### src/rtl/scoreboard_pkg.sv
// Shared types and constants for the register-file hazard scoreboard.
package scoreboard_pkg;

  localparam int unsigned MaxPending = 3;
  localparam int unsigned CntWidth   = $clog2(MaxPending + 1);
  localparam int unsigned AddrWidth  = 4;

  typedef logic [CntWidth-1:0] pend_cnt_t;

  typedef struct packed {
    logic                 valid;
    logic                 is_vector;
    logic                 uses_reg1;
    logic                 uses_reg2;
    logic                 writes_dest;
    logic [AddrWidth-1:0] reg1_addr;
    logic [AddrWidth-1:0] reg2_addr;
    logic [AddrWidth-1:0] dest_addr;
  } issue_req_t;

endpackage

### src/rtl/pending_table.sv
// Per-register outstanding-write counters for one register file, with
// writeback-bypassed effective-count read ports and a registered pending mask.
module pending_table
  import scoreboard_pkg::*;
#(
  parameter int unsigned RegNum = 16,
  parameter int unsigned AddrW  = 4
) (
  input  logic             clock_i,
  input  logic             reset_i,
  input  logic             inc_i,
  input  logic [AddrW-1:0] inc_addr_i,
  input  logic             dec_i,
  input  logic [AddrW-1:0] dec_addr_i,
  input  logic [AddrW-1:0] rd1_addr_i,
  input  logic [AddrW-1:0] rd2_addr_i,
  input  logic [AddrW-1:0] rdd_addr_i,
  output pend_cnt_t        rd1_cnt_o,
  output pend_cnt_t        rd2_cnt_o,
  output pend_cnt_t        rdd_cnt_o,
  output logic [RegNum-1:0] mask_o,
  output logic             underflow_o
);

  pend_cnt_t         cnt_q [RegNum];
  pend_cnt_t         cnt_d [RegNum];
  logic [RegNum-1:0] mask_q, mask_d;
  pend_cnt_t         rd1_raw, rd2_raw, rdd_raw;

  // A same-cycle writeback is visible to readers, so it counts as already retired.
  function automatic pend_cnt_t bypass(pend_cnt_t c, logic [AddrW-1:0] a,
                                       logic dv, logic [AddrW-1:0] da);
    if (dv && (a == da) && (c != '0)) begin
      return c - pend_cnt_t'(1);
    end
    return c;
  endfunction

  // Out-of-range addresses match no entry and so read as zero (hazard-free).
  always_comb begin
    rd1_raw = '0;
    rd2_raw = '0;
    rdd_raw = '0;
    for (int unsigned i = 0; i < RegNum; i++) begin
      if (32'(rd1_addr_i) == i) rd1_raw = cnt_q[i];
      if (32'(rd2_addr_i) == i) rd2_raw = cnt_q[i];
      if (32'(rdd_addr_i) == i) rdd_raw = cnt_q[i];
    end
    rd1_cnt_o = bypass(rd1_raw, rd1_addr_i, dec_i, dec_addr_i);
    rd2_cnt_o = bypass(rd2_raw, rd2_addr_i, dec_i, dec_addr_i);
    rdd_cnt_o = bypass(rdd_raw, rdd_addr_i, dec_i, dec_addr_i);
  end

  always_comb begin
    underflow_o = 1'b0;
    for (int unsigned i = 0; i < RegNum; i++) begin
      cnt_d[i] = cnt_q[i];
      if (inc_i && (32'(inc_addr_i) == i) && !(dec_i && (32'(dec_addr_i) == i))) begin
        cnt_d[i] = cnt_q[i] + pend_cnt_t'(1);
      end else if (dec_i && (32'(dec_addr_i) == i) &&
                   !(inc_i && (32'(inc_addr_i) == i))) begin
        if (cnt_q[i] != '0) begin
          cnt_d[i] = cnt_q[i] - pend_cnt_t'(1);
        end else begin
          underflow_o = 1'b1;
        end
      end
      mask_d[i] = |cnt_d[i];
    end
  end

  always_ff @(posedge clock_i or posedge reset_i) begin
    if (reset_i) begin
      cnt_q  <= '{default: '0};
      mask_q <= '0;
    end else begin
      cnt_q  <= cnt_d;
      mask_q <= mask_d;
    end
  end

  assign mask_o = mask_q;

endmodule

### src/rtl/regfile_scoreboard.sv
// In-order RAW / write-overflow hazard scoreboard for the scalar and vector
// register files; stalls decode until outstanding writes have committed.
module regfile_scoreboard
  import scoreboard_pkg::*;
#(
  parameter int unsigned SCALAR_REGNUM   = 16,
  parameter int unsigned VECTOR_REGNUM   = 16,
  parameter int unsigned ADDRESS_WIDTH   = AddrWidth,
  parameter int unsigned MAX_PENDING     = MaxPending,
  parameter int unsigned STALL_CNT_WIDTH = 16
) (
  input  logic                       clock,
  input  logic                       reset,
  input  logic                       issueValid,
  input  logic                       issueIsVector,
  input  logic                       issueUsesReg1,
  input  logic                       issueUsesReg2,
  input  logic                       issueWritesDest,
  input  logic [ADDRESS_WIDTH-1:0]   reg1Address,
  input  logic [ADDRESS_WIDTH-1:0]   reg2Address,
  input  logic [ADDRESS_WIDTH-1:0]   regDestinationAddress,
  output logic                       issueReady,
  output logic                       stall,
  input  logic                       wbScalarValid,
  input  logic [ADDRESS_WIDTH-1:0]   wbScalarAddress,
  input  logic                       wbVectorValid,
  input  logic [ADDRESS_WIDTH-1:0]   wbVectorAddress,
  output logic [SCALAR_REGNUM-1:0]   pendingScalarMask,
  output logic [VECTOR_REGNUM-1:0]   pendingVectorMask,
  output logic [STALL_CNT_WIDTH-1:0] stallCount,
  output logic                       underflowError
);

  issue_req_t req;
  pend_cnt_t  s_rd1, s_rd2, s_rdd;
  pend_cnt_t  v_rd1, v_rd2, v_rdd;
  pend_cnt_t  eff1, eff2, effd;
  logic       raw_hazard, ovf_hazard, accept_write;
  logic       s_underflow, v_underflow;

  logic [STALL_CNT_WIDTH-1:0] stall_cnt_q;
  logic                       underflow_q;

  assign req = '{
    valid:       issueValid,
    is_vector:   issueIsVector,
    uses_reg1:   issueUsesReg1,
    uses_reg2:   issueUsesReg2,
    writes_dest: issueWritesDest,
    reg1_addr:   reg1Address,
    reg2_addr:   reg2Address,
    dest_addr:   regDestinationAddress
  };

  always_comb begin
    eff1         = req.is_vector ? v_rd1 : s_rd1;
    eff2         = req.is_vector ? v_rd2 : s_rd2;
    effd         = req.is_vector ? v_rdd : s_rdd;
    raw_hazard   = (req.uses_reg1 && (eff1 != '0)) || (req.uses_reg2 && (eff2 != '0));
    ovf_hazard   = req.writes_dest && (effd == pend_cnt_t'(MAX_PENDING));
    issueReady   = !reset && !raw_hazard && !ovf_hazard;
    stall        = req.valid && !issueReady && !reset;
    accept_write = req.valid && issueReady && req.writes_dest;
  end

  pending_table #(
    .RegNum (SCALAR_REGNUM),
    .AddrW  (ADDRESS_WIDTH)
  ) u_scalar_table (
    .clock_i     (clock),
    .reset_i     (reset),
    .inc_i       (accept_write && !req.is_vector),
    .inc_addr_i  (req.dest_addr),
    .dec_i       (wbScalarValid),
    .dec_addr_i  (wbScalarAddress),
    .rd1_addr_i  (req.reg1_addr),
    .rd2_addr_i  (req.reg2_addr),
    .rdd_addr_i  (req.dest_addr),
    .rd1_cnt_o   (s_rd1),
    .rd2_cnt_o   (s_rd2),
    .rdd_cnt_o   (s_rdd),
    .mask_o      (pendingScalarMask),
    .underflow_o (s_underflow)
  );

  pending_table #(
    .RegNum (VECTOR_REGNUM),
    .AddrW  (ADDRESS_WIDTH)
  ) u_vector_table (
    .clock_i     (clock),
    .reset_i     (reset),
    .inc_i       (accept_write && req.is_vector),
    .inc_addr_i  (req.dest_addr),
    .dec_i       (wbVectorValid),
    .dec_addr_i  (wbVectorAddress),
    .rd1_addr_i  (req.reg1_addr),
    .rd2_addr_i  (req.reg2_addr),
    .rdd_addr_i  (req.dest_addr),
    .rd1_cnt_o   (v_rd1),
    .rd2_cnt_o   (v_rd2),
    .rdd_cnt_o   (v_rdd),
    .mask_o      (pendingVectorMask),
    .underflow_o (v_underflow)
  );

  always_ff @(posedge clock or posedge reset) begin
    if (reset) begin
      stall_cnt_q <= '0;
      underflow_q <= 1'b0;
    end else begin
      if (stall && (stall_cnt_q != '1)) begin
        stall_cnt_q <= stall_cnt_q + 1'b1;
      end
      if (s_underflow || v_underflow) begin
        underflow_q <= 1'b1;
      end
    end
  end

  assign stallCount     = stall_cnt_q;
  assign underflowError = underflow_q;

endmodule

### config.mk
export PLATFORM = sky130hd
export DESIGN_NAME = regfile_scoreboard
export DESIGN_NICKNAME = d
export VERILOG_FILES = /design/src/rtl/scoreboard_pkg.sv /design/src/rtl/pending_table.sv /design/src/rtl/regfile_scoreboard.sv
export SDC_FILE = /design/constraint.sdc
export NUM_CORES = 1
export LEC_CHECK = 0
export CAP_MARGIN = 0
export CORE_ASPECT_RATIO = 0.9
export CORE_MARGIN = 1
export CORE_UTILIZATION = 30
export DETAILED_ROUTE_END_ITERATION = 16
export PLACE_DENSITY = 0.45
export REMOVE_ABC_BUFFERS = 1
export SLEW_MARGIN = 20
export SYNTH_ARGS = -nofsm -noshare
export SYNTH_HDL_FRONTEND = slang
export SYNTH_SLANG_ARGS = --single-unit
export TNS_END_PERCENT = 100
### constraint.sdc
create_clock -name clock -period 4.9 [get_ports clock]
set_clock_uncertainty 0.05 [all_clocks]
set_input_delay 0.735 -clock clock [delete_from_list [all_inputs] [get_ports clock]]
set_output_delay 0.735 -clock clock [all_outputs]
set_load 0.02 [all_outputs]
==> flow_summary.ini <==
[run_status]
outcome = finished, final reports clean

[logic_synthesis]
syn_area_sq_um = 10600
ys_top_cells_by_area = dfrtp_1, ha_1, inv_1
synth-seq-area-share_pct = 26.7
yosysMostFrequentCell = dfrtp_1
synth_top_flop_cell = dfrtp_1
synth_warnings = 0
synth_mux_area_share_pct = 4.25
synth-xor-area-share_pct = 4.05
synthTopCellsByCount = dfrtp_1, inv_1, ha_1
async_flop_share_pct = 100
synthAdderAreaFrac_pct = 12.2
synth_top_family_by_area = simple AND/OR/NAND/NOR gates
synth_top_cell_area_share_pct = 26.7
ys_seq_elements = 113
syn_inst = 1238
synth-simple-area-share_pct = 23.2
synth_compound_area_share_pct = 22.6
synth_edf_count = 0
avgSynthCellArea_sq_um = 8.56
yosysUniqueCellTypes = 95
yosysTopAreaCell = dfrtp_1

[detailed_routing]
drc = 0
finalWirelength_mm = 46.0
via_count = 10980
firstDrtPassIters = 6
avgViaCountPerCell = 5.46
ant_nets = 0
first_iter_violations = 832
wl_per_cell_um = 22.9

[clock_network]
cts_tree = built
cts_max_level = 4
cts.path.max_buffers = 2
cts-root-buf = clkbuf_16
cts.sinks = 113
cts_made_buffers = 17
cts_hold_buf = 0
clk_pin_slew_ps = 60
clk_latency_ps = 450

[floorplan]
ioPinCount = 80
die_w_um = 200
core.rowCount = 64
die-area_sq_um = 36100
start_util_pct = 30.8
core-area_sq_um = 34400
die_h_um = 180

[cells_and_area]
areaGrowthSynthToFinish_pct = 36.8
fillers = 3462
antenna_cells = 0
drive_above_1_share_pct = 25.8
post-route-util_pct = 42.2
final_nets = 1668

[sta]
fin_setup_tns_ps = 0
finalSetupViolCount = 0
maxSlewViolCount = 0
hold_violations = 0
fin_crit_ps = 4770
maxSlewHeadroom_pct = 34.1
max_freq_ghz = 0.210
finalCritPeriodShare_pct = 97.3
hold_slack_ps = 446
worst_pin_slew_ps = 987
layout_setup_ws_ps = 133

[setup_path]
required_ps = 5180
arrival_ps = 5040
crit_path_end_kind = flip-flop
critPathLaunchType = input port
crit_fanout = 7
critical_path_class = in -> reg

[global_route]
grt_max_degree = 60
grt_util_met2_pct = 37.6
grt_pass1_wl_mm = 68.5
grt_pass1_vias = 10845
use_met3_pct = 6.73
overflow = 0
track_usage_pct = 25.5
busiest_layer = met2
antenna_found_initial = 0
met1_usage_pct = 36.0

[placement]
pre_cts_ws_ps = -742
io_buffers = 79
post-dp-hpwl_mm = 37.0
gp_congestion = 0.967

[min_path]
hold_class = reg -> reg

[power]
peakVddDrop_mv = 0.253
leakagePower_nw = 6.41
powerDensity_nw_per_um2 = 345

[run]
cap_violations = 0
layout make-up:
class	instances	area, sq um	share of cell area [%]
Sequential cell	113	2830	19.5
Inverter	104	395	2.73
Clock buffer	21	460	3.18
Tap cell	462	578	3.99
Clock inverter	11	136	0.941
Multi-Input combinational cell	958	7240	49.9
Timing Repair Buffer	342	2860	19.7
where the power goes:
group / switching [mW] / total (mW) / internal (mW) / leakage, nW
Sequential: 0.428 / 1.60 / 1.17 / 1.32
Clock: 0.483 / 1.30 / 0.819 / 0.296
Combinational: 1.14 / 2.10 / 0.960 / 4.80
logic make-up (layout without fill, tap and decap cells):
group / Yosys count / count (layout)
compound gates: 311 / 311
xor+xnor: 49 / 49
fa+ha+maj: 103 / 103
buf+inv: 167 / 478
flops: 113 / 113
mux: 39 / 39
simple gates: 456 / 456
worst max-delay path, cell delays in order:
cell and delay, ps:
clkdlybuf4s50_1 550, nand2b_1 260, o32ai_1 310, o21ai_0 160
a2bb2oi_2 200, inv_1 60, ha_1 200, nor4b_2 270
buf_4 150, a311oi_1 140, a211oi_4 420, buf_4 190
nand3b_4 90, buf_4 180, buf_4 160, or3_4 400
and3_1 190, or3_1 360
cells in the final DEF (no fill, tap or decap), types with 33 or more instances in the layout:
master and instances:
clkdlybuf4s50_1 66, nand2_1 94, dfrtp_1 113, nor2_1 95, buf_4 252, nor3_1 33
inv_1 103, ha_1 103, nand3_1 35
timing repair:
item,in CTS,in global routing
resized for setup,36,40
cloned,0,1
pin swaps,6,18
setup buffers,3,4
setup endpoints to repair,24,30
stage by stage:
| step | area, sq um | instances | power (mW) |
|---|---|---|---|
| finish | 14500 | 2011 | 5.01 |
| detailed placement | 13600 | 1971 | 3.61 |
| CTS | 14300 | 2006 | 4.98 |
| global route | 14500 | 2011 | 5.28 |
| global placement | 13600 | 1971 | 3.61 |
| floorplan | 10200 | 1175 | 2.49 |
sequential cells by signal, summed over array words and instances (netlist names):
| register | flops |
|---|---|
| u_scalar_table.mask_o | 16 |
| u_scalar_table.cnt_q | 32 |
| stallCount | 16 |
| u_vector_table.cnt_q | 32 |
| u_vector_table.mask_o | 16 |
| underflowError | 1 |
layer usage:
layer  part of all wire (%)  up-vias
li1                       -     5137
met4                    2.5        0
met3                    8.6       67
met5                      0        -
met1                     47     5350
met2                     42      426
worst paths after layout:
kind	start	endpoint	slack, ps	cells after the start
min reg2reg	stallCount[7]$_DFFE_PP0P_	stallCount[7]$_DFFE_PP0P_	450	1
max reg2reg	u_scalar_table.cnt_q[10]$_DFF_PP0_	u_scalar_table.mask_o[3]$_DFF_PP0_	360	17
min	stallCount[7]$_DFFE_PP0P_	stallCount[7]$_DFFE_PP0P_	450	1
min in group asynchronous	reset	u_vector_table.cnt_q[9]$_DFF_PP0_	670	2
max	reg1Address[3]	u_scalar_table.mask_o[3]$_DFF_PP0_	130	18
max in group asynchronous	reset	u_vector_table.mask_o[5]$_DFF_PP0_	3120	3
No activity file was read; power rests on OpenSTA's default activity.
==> edit 1 (config.mk and constraints unchanged) <==
`SCALAR_REGNUM`: 16 -> 8.
--- a/src/rtl/regfile_scoreboard.sv
+++ b/src/rtl/regfile_scoreboard.sv
@@ -3,7 +3,7 @@
 module regfile_scoreboard
   import scoreboard_pkg::*;
 #(
-  parameter int unsigned SCALAR_REGNUM   = 16,
+  parameter int unsigned SCALAR_REGNUM   = 8,
   parameter int unsigned VECTOR_REGNUM   = 16,
   parameter int unsigned ADDRESS_WIDTH   = AddrWidth,
   parameter int unsigned MAX_PENDING     = MaxPending,
Interface: changed (resized pendingScalarMask); port bits go from 80 to 72. No check against the original RTL was run, so the function may have changed too.
==> edit 1 against the original RTL <==
- worst setup slack worse by 0.019 ns
- sequential share of layout area up 1.1 points
- cell area down 26%
- via count down 28%
- synthesized area down 25%
- power down 28%
- die area down 25%
- sequential cell count down 24
- wire length down 34%
- highest routed layer unchanged
==> edit 1: results <==
[outcome]
run_status = "complete, no violations"

[placed_design]
dp_cells = 1468
detailedPlacementHpwl_um = 24100
dpl_cell_area_mm2 = 0.0102

[setup_path]
crit_fanout = 14
worst_ep_arrival_time_ns = 4.98
r2r-start = "u_vector_table.cnt_q[5]"
worstRegToRegCells = 16

[global_route]
groute.layer.met3.usage_pct = 4.96
gr-usage-met2_pct = 33.6
grt_pass1_wl_um = 46100
antenna_found_initial = 1

[pwr]
combinationalPower_mw = 1.60
power_leakage_nw = 4.85
peakVddDrop_mv = 0.173
switchingPower_mw = 1.49
pwr-share-comb_pct = 44.6

[synthesis]
yosys-top-cells-area = "dfrtp_1 (28%), ha_1 (12%), inv_1 (4.4%)"
synth_common_cells = "inv_1 (93), dfrtp_1 (89), ha_1 (79)"
syn_inst = 925

[final_layout]
final_layout_size_suffix_gt1_share_pct = 24.0
nets = 1243

[detailed_routing]
drt_pre_antenna_iters = 5
num_vias = 7900
met1Wirelength_um = 15000
drt_first_iter_violations = 800

[worst_hold_path]
worstHoldStart = "stallCount[8]"
==> edit 1: changes by cell type in the layout (fill, tap and decap cells not counted), sizes merged, moves of 12 or more <==
cell / before / now
o221a: 20 / 4
nand2b: 27 / 13
ha: 103 / 79
o21ai: 40 / 25
mux2i: 27 / 14
nor2: 100 / 59
nor4: 14 / 2
dfrtp: 113 / 89
buf: 266 / 177
nand2: 94 / 54
clkbuf: 23 / 11
or3: 22 / 9
o211ai: 23 / 5
==> edit 1: repair_timing <==
| action | CTS | global route |
|---|---|---|
| resized for setup | 28 | 28 |
| gates cloned | 0 | 1 |
| buffers inserted | 2 | 1 |
| pin swaps | 4 | 7 |
| endpoints found under the setup margin | 19 | 30 |
==> edit 1: cell type report <==
| class | count | area [µm²] |
|---|---|---|
| fill | 2672 | 15300 |
| multi-input combinational | 695 | 5350 |
| sequential | 89 | 2230 |
| timing repair buffer | 247 | 2100 |
| tap | 348 | 435 |
| inverter | 93 | 352 |
| clock buffer | 10 | 239 |
| clock inverter | 6 | 82.6 |
| antenna | 1 | 2.50 |
==> edit 1: critical path, stage by stage <==
cell	delay [ns]
clkdlybuf4s50_1	0.51
buf_12	0.17
mux4_2	0.55
a221o_1	0.36
o31ai_1	0.11
inv_1	0.08
ha_1	0.20
nor4b_2	0.32
a31o_2	0.23
buf_4	0.10
nor2_1	0.03
or3_1	0.35
buf_4	0.20
or4_4	0.54
o22ai_1	0.17
a31oi_1	0.07
or2_1	0.24
==> edit 1: kinds of logic (layout without fill, tap and decap cells) <==
family,count (synthesis),in the layout,share of synthesized area (%)
adder cells (fa/ha/maj),79,79,12.4
XOR/XNOR,35,35,3.85
multiplexers,33,33,5.63
other,0,1,0
flip-flops,89,89,28.0
AO/OA/AOI/OAI,229,229,21.2
buffers and inverters,141,356,7.23
AND/OR/NAND/NOR,319,319,21.7
==> edit 2 (same flow settings) <==
Made on the original files. Make the reset (`reset` and `reset_i`) synchronous in 2 clocked blocks.
--- a/src/rtl/pending_table.sv
+++ b/src/rtl/pending_table.sv
@@ -69,7 +69,7 @@
     end
   end
 
-  always_ff @(posedge clock_i or posedge reset_i) begin
+  always_ff @(posedge clock_i) begin
     if (reset_i) begin
       cnt_q  <= '{default: '0};
       mask_q <= '0;
--- a/src/rtl/regfile_scoreboard.sv
+++ b/src/rtl/regfile_scoreboard.sv
@@ -103,7 +103,7 @@
     .underflow_o (v_underflow)
   );
 
-  always_ff @(posedge clock or posedge reset) begin
+  always_ff @(posedge clock) begin
     if (reset) begin
       stall_cnt_q <= '0;
       underflow_q <= 1'b0;
Behaviour: not the same (a bounded check fails within 4 cycles, from zero or initial values and one cycle with reset high; the reset may be asserted at any time).
==> edit 2 against the original RTL <==
- wire length fell by 12%
- sequential cell count did not move
- synthesized area fell by 1.7%
- global-route usage fell by 2.1 points
- non-clock buffer count fell by 43
- worst setup slack got worse by 0.0046 ns
- utilization fell by 1.3 points
- cell area fell by 3.7%
- cell count fell by 2.4%
- count of clock-buffer cells in the layout rose by 4
Power is not compared: it rests on default switching activity, and its combinational part moved more than twofold at a synthesized area within 25%.
==> edit 2: results <==
[final_layout]
nets = 1620

[synthesis]
synth_seq_area_share_pct = 21.7
yosys-top-cells-area = "dfxtp_1 (22%), ha_1 (12%), mux2i_1 (11%)"
syn_area_per_cell_um2 = 8.43
number_of_different_library_cells_in_the_post_synthesis_netlist = 83
synth_common_cells = "dfxtp_1 (113), mux2i_1 (113), ha_1 (103)"

[global_route]
first_global_vias = 10000
grt_pass1_wl_um = 61200
global_routing_met1_resource_utilization_pct = 32.4
grt_max_degree = 57

[setup_path]
r2r-start = "u_scalar_table.cnt_q[27]"
worstRegToRegCells = 18
cp_top_family = "compound AO/OA/AOI/OAI gates"
critPathCapture = "underflowError"
worst_ep_arrival_time_ns = 5.02
timing.critical_path.from = "reg1Address[2]"
worst_path_largest_cell_delay_ns = 0.51

[sta]
worst_slew_pin_slew_ns = 0.675
fin_worst_hold_slack_ns = 0.462

[worst_hold_path]
hold-path-endpoint = "stallCount[9]"
worst_hold_path.num_cells = 2

[placed_design]
dp_cells = 1920

[detailed_routing]
avg_wl_per_cell_um = 20.7
drt_pre_antenna_iters = 5
drt_first_iter_violations = 768

[clock_tree]
postCtsSetupBuffers = 1
cells_resized_by_post_cts_repair = 24

[outcome]
run_status = "complete, no violations"
edit 2: cells by family after synthesis:
family	count (synthesis)	synth area share (%)
compound gates	260	18.0
fa+ha+maj	103	12.4
xor+xnor	63	5.30
buf+inv	160	6.63
simple gates	396	21.0
flops	113	21.7
mux	141	15.0
edit 2: metrics by stage:
stage	worst slack [ns]	power, mW	util, %	cell area, µm²
finish	0.129	2.71	40.9	14000
global route	0.00101	2.81	40.9	14000
global placement	-0.610	1.42	38.3	13100
CTS	0.00947	2.71	40.2	13700
detailed placement	-0.508	1.41	38.3	13100
floorplan	0.606	1.13	-	10100
edit 2: final cells by class:
class / count / area, µm²
fillers: 3543 / 20200
clock buffers: 25 / 515
diodes: 1 / 2.50
clock inverters: 5 / 75.1
flip-flops and latches: 113 / 2260
multi-input cells: 963 / 7650
well taps: 462 / 578
repair buffers: 299 / 2520
inverters: 94 / 357
edit 2: metal layers:
metal,wire [µm],share of wire [%]
met3,2400,5.9
met4,1210,3.0
met5,0,0
met1,19500,48
met2,17500,43
